`src/rtl/sc_down_life_counter_pkg.sv`:
```
// Shared definitions for the player-life down-counter: FSM state encoding
// and the default grace window length for a 50 MHz clock.
package sc_down_life_counter_pkg;

  typedef enum logic [1:0] {
    ALIVE    = 2'b00,
    GRACE    = 2'b01,
    GAMEOVER = 2'b10
  } life_state_e;

  // One second of invulnerability at 50 MHz.
  localparam int GRACE_CYCLES_50MHZ = 50_000_000;
  localparam int GRACE_WIDTH_50MHZ  = 26;

endpackage

```
`src/rtl/sc_down_life_counter_if.sv`:
```
// Request/status bundle between the game logic (master) and the life
// counter (slave). Request lines are active-low; events are falling edges.
interface sc_down_life_counter_if #(
  parameter int DATAWIDTH = 4
);
  logic                 SC_downLIFECOUNTER_load_InLow;
  logic                 SC_downLIFECOUNTER_hit_InLow;
  logic                 SC_downLIFECOUNTER_extralife_InLow;
  logic [DATAWIDTH-1:0] SC_downLIFECOUNTER_data_OutBUS;
  logic                 SC_downLIFECOUNTER_gameover_Out;
  logic                 SC_downLIFECOUNTER_grace_Out;
  logic                 SC_downLIFECOUNTER_hitack_Out;

  modport master (
    output SC_downLIFECOUNTER_load_InLow,
    output SC_downLIFECOUNTER_hit_InLow,
    output SC_downLIFECOUNTER_extralife_InLow,
    input  SC_downLIFECOUNTER_data_OutBUS,
    input  SC_downLIFECOUNTER_gameover_Out,
    input  SC_downLIFECOUNTER_grace_Out,
    input  SC_downLIFECOUNTER_hitack_Out
  );

  modport slave (
    input  SC_downLIFECOUNTER_load_InLow,
    input  SC_downLIFECOUNTER_hit_InLow,
    input  SC_downLIFECOUNTER_extralife_InLow,
    output SC_downLIFECOUNTER_data_OutBUS,
    output SC_downLIFECOUNTER_gameover_Out,
    output SC_downLIFECOUNTER_grace_Out,
    output SC_downLIFECOUNTER_hitack_Out
  );
endinterface

```
`src/rtl/sc_fall_edge_detect.sv`:
```
// Falling-edge detector for an active-low request line. The history flop
// resets to 1 so a line that is already low at reset release is not an event.
module sc_fall_edge_detect (
  input  logic clk_i,
  input  logic rst_n_i,
  input  logic in_i,
  output logic event_o
);

  logic prev_q;

  // Remember the level sampled at the previous edge.
  always_ff @(posedge clk_i or negedge rst_n_i) begin
    if (!rst_n_i) prev_q <= 1'b1;
    else          prev_q <= in_i;
  end

  // High when the line was 1 last edge and is 0 now.
  assign event_o = prev_q & ~in_i;

endmodule

```
`src/rtl/sc_down_life_counter.sv`:
```
// Player-life manager: loads an initial count, removes a life per death,
// adds one per bonus (saturating), runs a grace window after each death and
// flags game-over when the count reaches zero.
module sc_down_life_counter
  import sc_down_life_counter_pkg::*;
#(
  parameter int DATAWIDTH    = 4,
  parameter int INIT_LIVES   = 3,
  parameter int MAX_LIVES    = 9,
  parameter int GRACE_CYCLES = GRACE_CYCLES_50MHZ,
  parameter int GRACE_WIDTH  = GRACE_WIDTH_50MHZ
) (
  input  logic                      SC_downLIFECOUNTER_CLOCK_50,
  input  logic                      SC_downLIFECOUNTER_RESET_InLow,
  sc_down_life_counter_if.slave     bus
);

  localparam logic [DATAWIDTH-1:0]   LIVES_INIT = DATAWIDTH'(INIT_LIVES);
  localparam logic [DATAWIDTH-1:0]   LIVES_MAX  = DATAWIDTH'(MAX_LIVES);
  localparam logic [DATAWIDTH-1:0]   LIVES_ONE  = DATAWIDTH'(1);
  localparam logic [GRACE_WIDTH-1:0] TIMER_LOAD = GRACE_WIDTH'(GRACE_CYCLES - 1);

  logic clk;
  logic rst_n;
  assign clk   = SC_downLIFECOUNTER_CLOCK_50;
  assign rst_n = SC_downLIFECOUNTER_RESET_InLow;

  logic hit_evt;
  logic extra_evt;

  sc_fall_edge_detect u_hit_edge (
    .clk_i   (clk),
    .rst_n_i (rst_n),
    .in_i    (bus.SC_downLIFECOUNTER_hit_InLow),
    .event_o (hit_evt)
  );

  sc_fall_edge_detect u_extra_edge (
    .clk_i   (clk),
    .rst_n_i (rst_n),
    .in_i    (bus.SC_downLIFECOUNTER_extralife_InLow),
    .event_o (extra_evt)
  );

  life_state_e            state_q, state_d;
  logic [DATAWIDTH-1:0]   lives_q, lives_d;
  logic [GRACE_WIDTH-1:0] timer_q, timer_d;
  logic                   hitack_q, hitack_d;
  logic                   gameover_q;
  logic                   grace_q;
  logic [DATAWIDTH-1:0]   lives_plus;

  // Saturating bonus increment, shared by ALIVE and GRACE.
  assign lives_plus = (lives_q >= LIVES_MAX) ? LIVES_MAX : lives_q + LIVES_ONE;

  // Next state, next lives, grace timer and hit acknowledge.
  always_comb begin
    state_d  = state_q;
    lives_d  = lives_q;
    timer_d  = timer_q;
    hitack_d = 1'b0;
    if (!bus.SC_downLIFECOUNTER_load_InLow) begin
      // Reload wins; events in this cycle are dropped.
      state_d = ALIVE;
      lives_d = LIVES_INIT;
      timer_d = '0;
    end else begin
      unique case (state_q)
        ALIVE: begin
          if (hit_evt) begin
            hitack_d = 1'b1;
            if (extra_evt) begin
              // Death and bonus cancel out, but the grace window still starts.
              state_d = GRACE;
              timer_d = TIMER_LOAD;
            end else if (lives_q > LIVES_ONE) begin
              lives_d = lives_q - LIVES_ONE;
              state_d = GRACE;
              timer_d = TIMER_LOAD;
            end else begin
              lives_d = '0;
              state_d = GAMEOVER;
            end
          end else if (extra_evt) begin
            lives_d = lives_plus;
          end
        end
        GRACE: begin
          if (extra_evt) lives_d = lives_plus;
          if (timer_q == '0) state_d = ALIVE;
          else               timer_d = timer_q - 1'b1;
        end
        GAMEOVER: begin
          lives_d = '0;
        end
        default: begin
          state_d = ALIVE;
          lives_d = LIVES_INIT;
          timer_d = '0;
        end
      endcase
    end
  end

  // State, lives, timer and registered status flags.
  always_ff @(posedge clk or negedge rst_n) begin
    if (!rst_n) begin
      state_q    <= ALIVE;
      lives_q    <= LIVES_INIT;
      timer_q    <= '0;
      hitack_q   <= 1'b0;
      gameover_q <= 1'b0;
      grace_q    <= 1'b0;
    end else begin
      state_q    <= state_d;
      lives_q    <= lives_d;
      timer_q    <= timer_d;
      hitack_q   <= hitack_d;
      gameover_q <= (state_d == GAMEOVER);
      grace_q    <= (state_d == GRACE);
    end
  end

  assign bus.SC_downLIFECOUNTER_data_OutBUS  = lives_q;
  assign bus.SC_downLIFECOUNTER_gameover_Out = gameover_q;
  assign bus.SC_downLIFECOUNTER_grace_Out    = grace_q;
  assign bus.SC_downLIFECOUNTER_hitack_Out   = hitack_q;

endmodule

```
`src/flat_wrapper.sv`:
```
// flat-port wrapper written by rule: the top's interface ports become plain ports
module sc_down_life_counter_flat import sc_down_life_counter_pkg::*;
#(
  parameter int DATAWIDTH    = 4,
  parameter int INIT_LIVES   = 3,
  parameter int MAX_LIVES    = 9,
  parameter int GRACE_CYCLES = GRACE_CYCLES_50MHZ,
  parameter int GRACE_WIDTH  = GRACE_WIDTH_50MHZ
)
  (SC_downLIFECOUNTER_CLOCK_50, SC_downLIFECOUNTER_RESET_InLow, bus_SC_downLIFECOUNTER_load_InLow, bus_SC_downLIFECOUNTER_hit_InLow, bus_SC_downLIFECOUNTER_extralife_InLow, bus_SC_downLIFECOUNTER_data_OutBUS, bus_SC_downLIFECOUNTER_gameover_Out, bus_SC_downLIFECOUNTER_grace_Out, bus_SC_downLIFECOUNTER_hitack_Out);
  sc_down_life_counter_if #(.DATAWIDTH(DATAWIDTH)) bus_i ();
  input  logic SC_downLIFECOUNTER_CLOCK_50;
  input  logic SC_downLIFECOUNTER_RESET_InLow;
  input wire logic [$bits(bus_i.SC_downLIFECOUNTER_load_InLow)-1:0] bus_SC_downLIFECOUNTER_load_InLow;
  input wire logic [$bits(bus_i.SC_downLIFECOUNTER_hit_InLow)-1:0] bus_SC_downLIFECOUNTER_hit_InLow;
  input wire logic [$bits(bus_i.SC_downLIFECOUNTER_extralife_InLow)-1:0] bus_SC_downLIFECOUNTER_extralife_InLow;
  output wire logic [$bits(bus_i.SC_downLIFECOUNTER_data_OutBUS)-1:0] bus_SC_downLIFECOUNTER_data_OutBUS;
  output wire logic [$bits(bus_i.SC_downLIFECOUNTER_gameover_Out)-1:0] bus_SC_downLIFECOUNTER_gameover_Out;
  output wire logic [$bits(bus_i.SC_downLIFECOUNTER_grace_Out)-1:0] bus_SC_downLIFECOUNTER_grace_Out;
  output wire logic [$bits(bus_i.SC_downLIFECOUNTER_hitack_Out)-1:0] bus_SC_downLIFECOUNTER_hitack_Out;
  assign bus_i.SC_downLIFECOUNTER_load_InLow = bus_SC_downLIFECOUNTER_load_InLow;
  assign bus_i.SC_downLIFECOUNTER_hit_InLow = bus_SC_downLIFECOUNTER_hit_InLow;
  assign bus_i.SC_downLIFECOUNTER_extralife_InLow = bus_SC_downLIFECOUNTER_extralife_InLow;
  assign bus_SC_downLIFECOUNTER_data_OutBUS = bus_i.SC_downLIFECOUNTER_data_OutBUS;
  assign bus_SC_downLIFECOUNTER_gameover_Out = bus_i.SC_downLIFECOUNTER_gameover_Out;
  assign bus_SC_downLIFECOUNTER_grace_Out = bus_i.SC_downLIFECOUNTER_grace_Out;
  assign bus_SC_downLIFECOUNTER_hitack_Out = bus_i.SC_downLIFECOUNTER_hitack_Out;
  sc_down_life_counter #(.DATAWIDTH(DATAWIDTH), .INIT_LIVES(INIT_LIVES), .MAX_LIVES(MAX_LIVES), .GRACE_CYCLES(GRACE_CYCLES), .GRACE_WIDTH(GRACE_WIDTH)) u_core (.SC_downLIFECOUNTER_CLOCK_50(SC_downLIFECOUNTER_CLOCK_50), .SC_downLIFECOUNTER_RESET_InLow(SC_downLIFECOUNTER_RESET_InLow), .bus(bus_i));
endmodule
```
`config.mk`:
```
export PLATFORM = sky130hd
export DESIGN_NAME = sc_down_life_counter_flat
export DESIGN_NICKNAME = d
export VERILOG_FILES = /design/src/rtl/sc_down_life_counter_pkg.sv /design/src/rtl/sc_down_life_counter_if.sv /design/src/rtl/sc_fall_edge_detect.sv /design/src/rtl/sc_down_life_counter.sv /design/src/flat_wrapper.sv
export SDC_FILE = /design/constraint.sdc
export NUM_CORES = 1
export LEC_CHECK = 0
export ABC_AREA = 1
export CAP_MARGIN = 20
export CORE_UTILIZATION = 60
export CTS_CLUSTER_SIZE = 12
export DETAILED_ROUTE_END_ITERATION = 6
export GPL_TIMING_DRIVEN = 0
export PLACE_DENSITY = 0.82
export REMOVE_ABC_BUFFERS = 1
export SLEW_MARGIN = 5
export SYNTH_ARGS = -nofsm -noshare
export SYNTH_HDL_FRONTEND = slang
export SYNTH_SLANG_ARGS = --single-unit
export TNS_END_PERCENT = 30
```
`constraint.sdc`:
```
create_clock -name SC_downLIFECOUNTER_CLOCK_50 -period 3.1 [get_ports SC_downLIFECOUNTER_CLOCK_50]
set_input_delay 0.62 -clock SC_downLIFECOUNTER_CLOCK_50 [delete_from_list [all_inputs] [get_ports SC_downLIFECOUNTER_CLOCK_50]]
set_output_delay 0.62 -clock SC_downLIFECOUNTER_CLOCK_50 [all_outputs]
set_load 0.005 [all_outputs]
```
==> metrics.md, run 1 <==
| Metric | Value |
|---|---|
| Status | finished, final reports clean |
| Buf/Inv on CP | 2 |
| Area Growth Syn to Fin | 7.78% |
| Post-DP Area | 2640 µm² |
| Routed Antenna Nets | 0 |
| Total number of yosys warnings | 0 |
| Worst-Skew Late Latency | 0.30 ns |
| Simple-gate share of the synthesized area | 40.5% |
| LEAKAGE | 1.33 nW |
| Final Max Tran Viols | 0 |
| Layout cell share with drive strength beyond 1 | 8.62% |
| Tcrit/Tclk final | 85.5% |
| RSZ-0062 raised after global routing | no |
| CTS clk-pin slew, worst paths | 0.09 ns |
| Critical Path, Cell by Cell | clkdlybuf4s50_1 -> inv_2 -> nor2_1 -> nand2_1 -> nand2_2 -> nor2_4 -> nand2_1 -> nand2_1 |
| HP Class | in -> async |
| Compound-gate portion of the synthesized area | 10.5% |
| Number of global-route vias before repair | 2063 |
| Most frequent cell on the critical path | nand2_1 |
| Area of the multi-input gates | 1380 µm² |
| Largest family of logic cells by synthesized area | simple AND/OR/NAND/NOR gates |
| Setup TNS Final | 0 ns |
| Worst Max-Slew Pin Slew | 0.828 ns |
| Max-cap violations | 0 |
| Fmax achieved | 377 MHz |
| Htree depth | 2 |
| Synthesized area | 2530 µm² |
| CTS max path bufs | 2 |
| Nets | 392 |
| Post-CTS Setup Inserts | 0 |
| Top delay family on crit path | simple AND/OR/NAND/NOR gates |
| Clock buffer count from CTS | 5 |
| Critical Path Source Type | input port |
| Core Area | 4030 µm² |
| Post-cts repair resize count | 0 |
| Power per Cell Area | 476 nW/µm² |
| Seq cells post-synth | 37 |
| Fill cells | 357 |
| Crit end category | flip-flop |
| GRT Overall Usage | 27.3% |
| First-pass GRT wire length | 9.20 mm |
| Die area | 4470 µm² |
| Syn avg cell area | 6.79 µm² |
| Register area share after synthesis | 36.8% |
| Most used DFF post-synth | dfrtp_1 |
| Max transition margin | 44.8% |
| Root buffer cell | clkbuf_8 |
| Fin area | 2720 µm² |
| Hold Buf Count CTS | 0 |
| Cell variety after synth | 34 |
| Antenna violations before repair | 0 |
| CP max FO | 31 |
| Initial Util | 62.7% |
| Worst Path Arrival | 2.88 ns |
| Drt pass-1 iters | 5 |
| CTS tree | built |
| WP data required | 3.33 ns |
| Num ports | 12 |
| Dpl hpwl | 4.06 mm |
| Type of the worst setup path | in -> reg |
| Core Rows | 23 |
| Clock sinks | 37 |
| Synth Instances | 372 |
| Drt first-iter violations | 160 |
| Overflow after GRT | 0 |
| Count of flip-flops with a built-in enable after synthesis | 0 |
| Vias per cell | 5.55 |
| Largest net degree at the start of global routing | 38 |
| Post-synthesis xor/xnor area fraction | 1.39% |
| Layout Skew | 0.0170 ns |
| Die W | 66.9 µm |
| Minimum clock period after layout | 2.65 ns |
| Global placement routability congestion | 0.889 |
| Reg area | 931 µm² |
| Mux share of post-synthesis cell area | 0% |
| Worst VDD drop | 0.000290 V |
| Final Hold Vio Count | 0 |
| Asr flop ratio synth | 100% |
| Adder-Cell Fraction of Synth Area | 2.48% |
| Port Buffers | 11 |
| DR WL/cell | 13.2 µm |
| Setup violators final | 0 |
| Final WL | 5.73 mm |
| Slowest CP cell | clkdlybuf4s50_1 |
| Slowest cell delay on critical path | 0.67 ns |
| Vias | 2403 |
| Die Y | 66.9 µm |
| Remaining DRCs | 0 |
| Ant. Diodes | 0 |
## final timing paths
path	start	endpoint	slack, ns	cells past startpoint
max in group asynchronous	SC_downLIFECOUNTER_RESET_InLow	u_core.state_q[1]	2.14	1
min in group SC_downLIFECOUNTER_CLOCK_50	u_core.timer_q[1]	u_core.timer_q[1]	0.52	2
max reg2reg	u_core.bus.SC_downLIFECOUNTER_data_OutBUS[0]	u_core.timer_q[3]	0.66	9
min reg2reg	u_core.timer_q[1]	u_core.timer_q[1]	0.52	2
max	bus_SC_downLIFECOUNTER_load_InLow	u_core.timer_q[3]	0.45	8
min	SC_downLIFECOUNTER_RESET_InLow	u_core.timer_q[9]	0.42	1
## metrics by stage
step                std cells  total power [mW]  hold slack, ns  setup WS (ns)  utilization (%)
floorplan                 364             0.858           0.324           1.10                -
global placement          425             0.950           0.466          0.214             65.7
detailed placement        425             0.967           0.504          0.158             65.5
CTS                       433              1.30           0.447          0.467             67.6
global route              433              1.37           0.502          0.268             67.6
finish                    433              1.30           0.417          0.451             67.6
## worst reg2reg max path, cell delays in order, from the launching register on
cell	delay, ns
dfstp_2	0.57
inv_1	0.09
ha_1	0.26
o211ai_2	0.20
nand2_1	0.07
nand2_1	0.15
nand2_2	0.39
nor2_4	0.48
nand2_1	0.11
nand2_1	0.08
## cells in the mapped netlist, types with 2 or more instances
cell type  number  area, µm²
nand3_1        30        150
nand2_1       116        435
o21ai_1         5       25.0
dfrtp_1        33        826
nor3_1          4       20.0
buf_4           4       30.0
nand2_2         5       31.3
o21ai_0        25        125
dfstp_2         4        105
inv_1          40        150
a21oi_1        10       50.1
nand4_1        11       68.8
o211ai_1        2       15.0
xor2_1          4       35.0
nor2_1         48        180
nor2_2          4       25.0
ha_1            5       62.6
nor2_4          5       56.3
inv_2           2       7.51
## kinds of logic after synthesis
logic type | Yosys count
xor+xnor | 4
compound gates | 48
buf+inv | 50
simple gates | 228
flops | 37
fa+ha+maj | 5
## layer usage
layer | track usage (%) | vias up | wire, µm
li1 | - | 1219 | -
met1 | 37.6 | 1099 | 2710
met2 | 43.7 | 78 | 2630
met3 | 3.94 | 7 | 332
met4 | 8.24 | 0 | 48
met5 | 0 | - | 0
## final cells by class
| type | instances | area share, % |
|---|---|---|
| clock inverters | 2 | 0.368 |
| repair buffers | 11 | 3.86 |
| flip-flops and latches | 37 | 34.2 |
| multi-input cells | 285 | 50.8 |
| inverters | 42 | 5.79 |
| well taps | 50 | 2.30 |
| clock buffers | 6 | 2.67 |
## flip-flops by register name (all words and copies together), names as in the netlist
signal	count
u_core.bus.SC_downLIFECOUNTER_data_OutBUS	4
u_core.bus.SC_downLIFECOUNTER_gameover_Out	1
u_core.bus.SC_downLIFECOUNTER_grace_Out	1
u_core.bus.SC_downLIFECOUNTER_hitack_Out	1
u_core.state_q	2
u_core.timer_q	26
u_core.u_extra_edge.prev_q	1
u_core.u_hit_edge.prev_q	1
## placed cells by master (no fill, tap or decap), types with 5 or more instances in the layout
| cell type | instances |
|---|---|
| nand2_1 | 116 |
| nor2_1 | 48 |
| inv_1 | 40 |
| dfrtp_1 | 33 |
| nand3_1 | 30 |
| o21ai_0 | 25 |
| nand4_1 | 11 |
| a21oi_1 | 10 |
| clkdlybuf4s50_1 | 10 |
| nand2_2 | 5 |
| nor2_4 | 5 |
| o21ai_1 | 5 |
| ha_1 | 5 |
| clkbuf_8 | 5 |
## report_power, final
| group | leakage [nW] | switching (mW) | internal [mW] |
|---|---|---|---|
| clock | 0.0450 | 0.179 | 0.156 |
| combinational | 0.817 | 0.234 | 0.123 |
| sequential | 0.471 | 0.0698 | 0.533 |
| total | 1.33 | 0.483 | 0.813 |
No activity file was read; power rests on OpenSTA's default activity.
==> run 2, diff against run 1 <==
- ABC_AREA: 1 -> not set
- PLACE_DENSITY: 0.82 -> 0.83
==> metrics.md, run 2 <==
| Metric | Value |
|---|---|
| Layout cell share with drive strength beyond 1 | 10.7% |
| Max transition margin | 33.3% |
| Layout Skew | 0.00266 ns |
| Slowest cell delay on critical path | 0.56 ns |
| Internal Pwr Total | 1.07 mW |
| GRT Overall Usage | 27.2% |
| Ant. Diodes | 0 |
| LEAKAGE | 1.08 nW |
| Die area | 3980 µm² |
| Worst Path Arrival | 2.83 ns |
| RSZ-0062 raised after global routing | no |
| Final Hold Vio Count | 0 |
| Area Growth Syn to Fin | 10.6% |
| Slowest CP cell | nor3b_1 |
| Status | finished, final reports clean |
| Final Max Tran Viols | 0 |
| Drt first-iter violations | 179 |
| Commonest cells after routing, fill and taps aside | 33 x dfrtp_1, 27 x nor2_1, 18 x nand2_1, 14 x o21ai_0 |
| Fmax achieved | 371 MHz |
| Num ports | 12 |
| Max-cap violations | 0 |
| Worst Setup SP | u_core.timer_q[0] |
| Setup violators final | 0 |
| CP max FO | 7 |
| Root buffer cell | clkbuf_8 |
| Reg with most FFs | u_core.timer_q |
| Setup ws final | 0.407 ns |
| Syn avg cell area | 9.21 µm² |
| Synthesized area | 2240 µm² |
| Drt pass-1 iters | 5 |
| Post-cts repair resize count | 0 |
| CTS max path bufs | 2 |
| Vias per cell | 6.51 |
| Worst-Skew Late Latency | 0.29 ns |
| Die W | 63.1 µm |
| Vias | 1946 |
| Setup TNS Final | 0 ns |
| Number of global-route vias before repair | 1888 |
| Post-Route Utilization | 71.9% |
| Asr flop ratio synth | 100% |
| First-pass GRT wire length | 8.47 mm |
| Largest net degree at the start of global routing | 38 |
| Seq cells post-synth | 37 |
| Largest area contributor in the netlist | dfrtp_1 |
| Remaining DRCs | 0 |
| Critical Path Source Type | flip-flop |
| Pre-CTS WS | 0.213 ns |
| Core Rows | 21 |
| Register area share after synthesis | 41.6% |
| Total number of yosys warnings | 0 |
| Port Buffers | 11 |
| Switching Share | 34.9% |
| HP Class | in -> async |
| Die Y | 63.1 µm |
| Overflow after GRT | 0 |
| DR WL/cell | 16.3 µm |
| Max reg flops | 26 |
| Nets | 262 |
| Global placement routability congestion | 0.859 |
| Power per Cell Area | 664 nW/µm² |
| Tcrit/Tclk final | 86.9% |
| R2R Path Start | u_core.timer_q[0] |
| Reg2Reg Depth | 8 |
| CTS clk-pin slew, worst paths | 0.07 ns |
| Comb pwr share | 30.0% |
| WP data required | 3.24 ns |
| Critical Path, Cell by Cell | inv_1 -> ha_1 -> nor3b_1 -> nand4_1 -> nor4_1 -> o211ai_1 -> xor2_1 -> nor2_1 |
| Core Area | 3440 µm² |
| Routed Antenna Nets | 0 |
| Synth area leaders | dfrtp_1 37%, dfstp_2 4.7%, nor2_1 4.5% |
| Most used DFF post-synth | dfrtp_1 |
| Crit end category | flip-flop |
| Initial Util | 65.0% |
| Most frequent cell after synthesis | dfrtp_1 |
| Worst Max-Slew Pin Slew | 0.992 ns |
| Fraction of power consumed by the clock network | 30.3% |
| Htree depth | 2 |
| Switching power total | 0.573 mW |
| Clock buffer count from CTS | 5 |
| Cell variety after synth | 56 |
| Minimum clock period after layout | 2.69 ns |
| Synth cell count leaders | 33 x dfrtp_1, 27 x nor2_1, 18 x nand2_1, 14 x o21ai_0 |
| Count of flip-flops with a built-in enable after synthesis | 0 |
| Hold Buf Count CTS | 0 |
| Type of the worst setup path | reg -> reg |
| Antenna violations before repair | 0 |
| Yosys top cell area share | 36.9% |
| Synth Instances | 243 |
| Final WL | 4.86 mm |
| Clock sinks | 37 |
| Dpl hpwl | 3.31 mm |
| Sequential share of power | 39.7% |
| Commonest non-fill, non-tap cell in the layout | dfrtp_1 |
| Post-CTS Setup Inserts | 0 |
| Worst VDD drop | 0.000465 V |
| CTS tree | built |
## run 2: area by class of cell
type / instances / area, µm²
clock buffers: 5 / 68.8
multi-input cells: 185 / 1200
clock inverters: 3 / 65.1
well taps: 46 / 57.6
flip-flops and latches: 37 / 931
repair buffers: 11 / 105
inverters: 12 / 45.0
fillers: 274 / 966
## run 2: logic make-up after synthesis
group / count (synthesis) / share of synthesized area [%]
AO/OA/AOI/OAI: 73 / 22.9
buffers and inverters: 21 / 4.64
adder cells (fa/ha/maj): 5 / 2.79
AND/OR/NAND/NOR: 98 / 24.6
flip-flops: 37 / 41.6
XOR/XNOR: 9 / 3.52
## run 2: final timing paths
path,end,slack (ns)
worst max-delay path,u_core.timer_q[24],0.41
worst min-delay path,u_core.bus.SC_downLIFECOUNTER_data_OutBUS[2],0.42
worst max register to register,u_core.timer_q[24],0.41
worst min register to register,u_core.timer_q[25],0.52
max in group asynchronous,u_core.timer_q[8],2.18
min in group SC_downLIFECOUNTER_CLOCK_50,u_core.timer_q[25],0.52
## run 2: worst max-delay path: cells and delay by family, from the launching register on
kind	cells	cell delay, ns
simple gates	4	1.46
flops	1	0.43
compound gates	1	0.19
xor+xnor	1	0.18
fa+ha+maj	1	0.16
buf+inv	1	0.10
## run 2: metrics by stage
stage | total power, mW | instances | area (µm²) | hold slack, ns
after floorplan | 1.01 | 234 | 2180 | 0.324
after global placement | 1.12 | 291 | 2350 | 0.508
after detailed placement | 1.14 | 291 | 2340 | 0.511
after CTS | 1.64 | 299 | 2480 | 0.445
after global routing | 1.73 | 299 | 2480 | 0.491
final | 1.64 | 299 | 2480 | 0.416
## run 2: power by group through the flow
stage	Combinational (mW)	Clock (mW)	Sequential, mW
2_1_floorplan	0.371	0	0.636
3_3_place_gp	0.465	0	0.657
3_5_place_dp	0.484	0	0.658
4_1_cts	0.487	0.502	0.650
5_1_grt	0.546	0.522	0.664
6_report	0.492	0.499	0.652
## run 2: routing by layer
metal,wire length (µm),vias to the layer above,track usage (%)
li1,-,920,-
met1,2210,942,35.3
met2,2340,75,44.9
met3,244,9,5.25
met4,65,0,9.88
met5,0,-,0
==> run 3, diff against run 2 <==
- ABC_CLOCK_PERIOD_IN_PS: not set -> 3100
- PLACE_DENSITY: 0.83 -> 0.79
==> metrics.md, run 3 (synthesized netlist as in run 2, its figures left out) <==
| Metric | Value |
|---|---|
| Htree depth | 2 |
| CP max FO | 15 |
| Max reg flops | 26 |
| Worst Path Arrival | 2.81 ns |
| LEAKAGE | 1.07 nW |
| Num ports | 12 |
| Status | finished, final reports clean |
| Nets | 262 |
| Worst Max-Slew Pin Slew | 0.944 ns |
| GRT Overall Usage | 27.2% |
| Layout Skew | 0.00504 ns |
| Setup ws final | 0.477 ns |
| Die Y | 63.1 µm |
| Commonest non-fill, non-tap cell in the layout | dfrtp_1 |
| Final WL | 4.89 mm |
| Setup TNS Final | 0 ns |
| Routed Antenna Nets | 0 |
| Max-cap violations | 0 |
| WP data required | 3.29 ns |
| Dpl hpwl | 3.25 mm |
| Reg2Reg Depth | 9 |
| Reg with most FFs | u_core.timer_q |
| Max transition margin | 36.5% |
| Critical Path, Cell by Cell | clkdlybuf4s50_1 -> nor2b_1 -> nor4_4 -> nand2b_1 -> and2_4 -> inv_2 -> a21o_1 -> a22o_1 |
| CTS tree | built |
| Drt pass-1 iters | 6 |
| Fmax achieved | 381 MHz |
| Pre-CTS WS | 0.156 ns |
| Largest net degree at the start of global routing | 38 |
| Root buffer cell | clkbuf_8 |
| Die area | 3980 µm² |
| Final Hold Vio Count | 0 |
| Layout cell share with drive strength beyond 1 | 10.3% |
| Tcrit/Tclk final | 84.6% |
| DR WL/cell | 16.3 µm |
| Worst-Skew Late Latency | 0.29 ns |
| Clock buffer count from CTS | 5 |
| R2R Path Start | u_core.timer_q[0] |
| Minimum clock period after layout | 2.62 ns |
| Fin area | 2450 µm² |
| Antenna violations before repair | 0 |
| Crit end category | flip-flop |
| HP Class | in -> async |
| Commonest cells after routing, fill and taps aside | 33 x dfrtp_1, 27 x nor2_1, 18 x nand2_1, 14 x o21ai_0 |
| CTS clk-pin slew, worst paths | 0.08 ns |
| CTS max path bufs | 2 |
| Port Buffers | 11 |
| RSZ-0062 raised after global routing | no |
| Final Max Tran Viols | 0 |
| Area Growth Syn to Fin | 9.61% |
| Drt first-iter violations | 178 |
| Post-Route Utilization | 71.3% |
| Global placement routability congestion | 0.901 |
| Reg-to-reg endpoint | u_core.timer_q[2] |
| Power per Cell Area | 635 nW/µm² |
| Placed cells | 291 |
| First-pass GRT wire length | 8.44 mm |
| Remaining DRCs | 0 |
| Vias per cell | 6.36 |
| R2R Setup Slk | 0.48 ns |
| Number of global-route vias before repair | 1780 |
| Vias | 1902 |
| Post-DP Area | 2340 µm² |
| Core Rows | 21 |
| Worst VDD drop | 0.000389 V |
| Ant. Diodes | 0 |
| Type of the worst setup path | in -> reg |
| Initial Util | 65.0% |
| Post-CTS Setup Inserts | 0 |
| Critical Path Source Type | input port |
| Slowest cell delay on critical path | 0.49 ns |
| Clock sinks | 37 |
| Post-cts repair resize count | 0 |
| Overflow after GRT | 0 |
| Non-Filler Instances | 299 |
| Core Area | 3440 µm² |
| Slowest CP cell | clkdlybuf4s50_1 |
| Die W | 63.1 µm |
| Hold Buf Count CTS | 0 |
| Setup violators final | 0 |
[run 3: per-layer routing]
metal	vias to the layer above	global-route usage (%)	routed length, µm
li1	924	-	-
met1	897	38.7	2300
met2	76	40.5	2180
met3	5	5.62	336
met4	0	10.8	68
met5	-	0	0
[run 3: cell type report]
cell class                 instances  area, µm²
sequential                        37        931
clock buffer                       6       72.6
inverter                          12       45.0
multi-input combinational        185       1200
tap                               46       57.6
clock inverter                     2       38.8
fill                             262        988
timing repair buffer              11        105
[run 3: worst max path at each step]
stage                     cells after the start  slack, ns                                    startpoint            endpoint
after floorplan                               7       0.94  u_core.bus.SC_downLIFECOUNTER_data_OutBUS[0]  u_core.timer_q[22]
after global placement                        8       0.22        bus_SC_downLIFECOUNTER_extralife_InLow   u_core.timer_q[2]
after detailed placement                      8       0.16        bus_SC_downLIFECOUNTER_extralife_InLow   u_core.timer_q[2]
after CTS                                     9       0.49                             u_core.timer_q[0]   u_core.timer_q[2]
after global routing                          9       0.22                             u_core.timer_q[0]   u_core.timer_q[2]
final                                         8       0.48        bus_SC_downLIFECOUNTER_extralife_InLow   u_core.timer_q[2]
[run 3: power by group]
| group | switching [mW] | internal (mW) | total (mW) | leakage, nW |
|---|---|---|---|---|
| Combinational | 0.284 | 0.197 | 0.481 | 0.528 |
| Sequential | 0.103 | 0.554 | 0.656 | 0.485 |
| Clock | 0.179 | 0.242 | 0.421 | 0.0554 |
| Total | 0.566 | 0.992 | 1.56 | 1.07 |
[run 3: stage by stage]
stage	power, mW	hold slack (ns)
floorplan	1.01	0.324
global placement	1.13	0.503
detailed placement	1.13	0.511
CTS	1.56	0.423
global route	1.66	0.466
finish	1.56	0.405
[run 3: worst max-delay path: cells and delay by family]
family          cells  cell delay [ns]
compound gates      2             0.37
buf+inv             2             0.62
simple gates        4             1.20
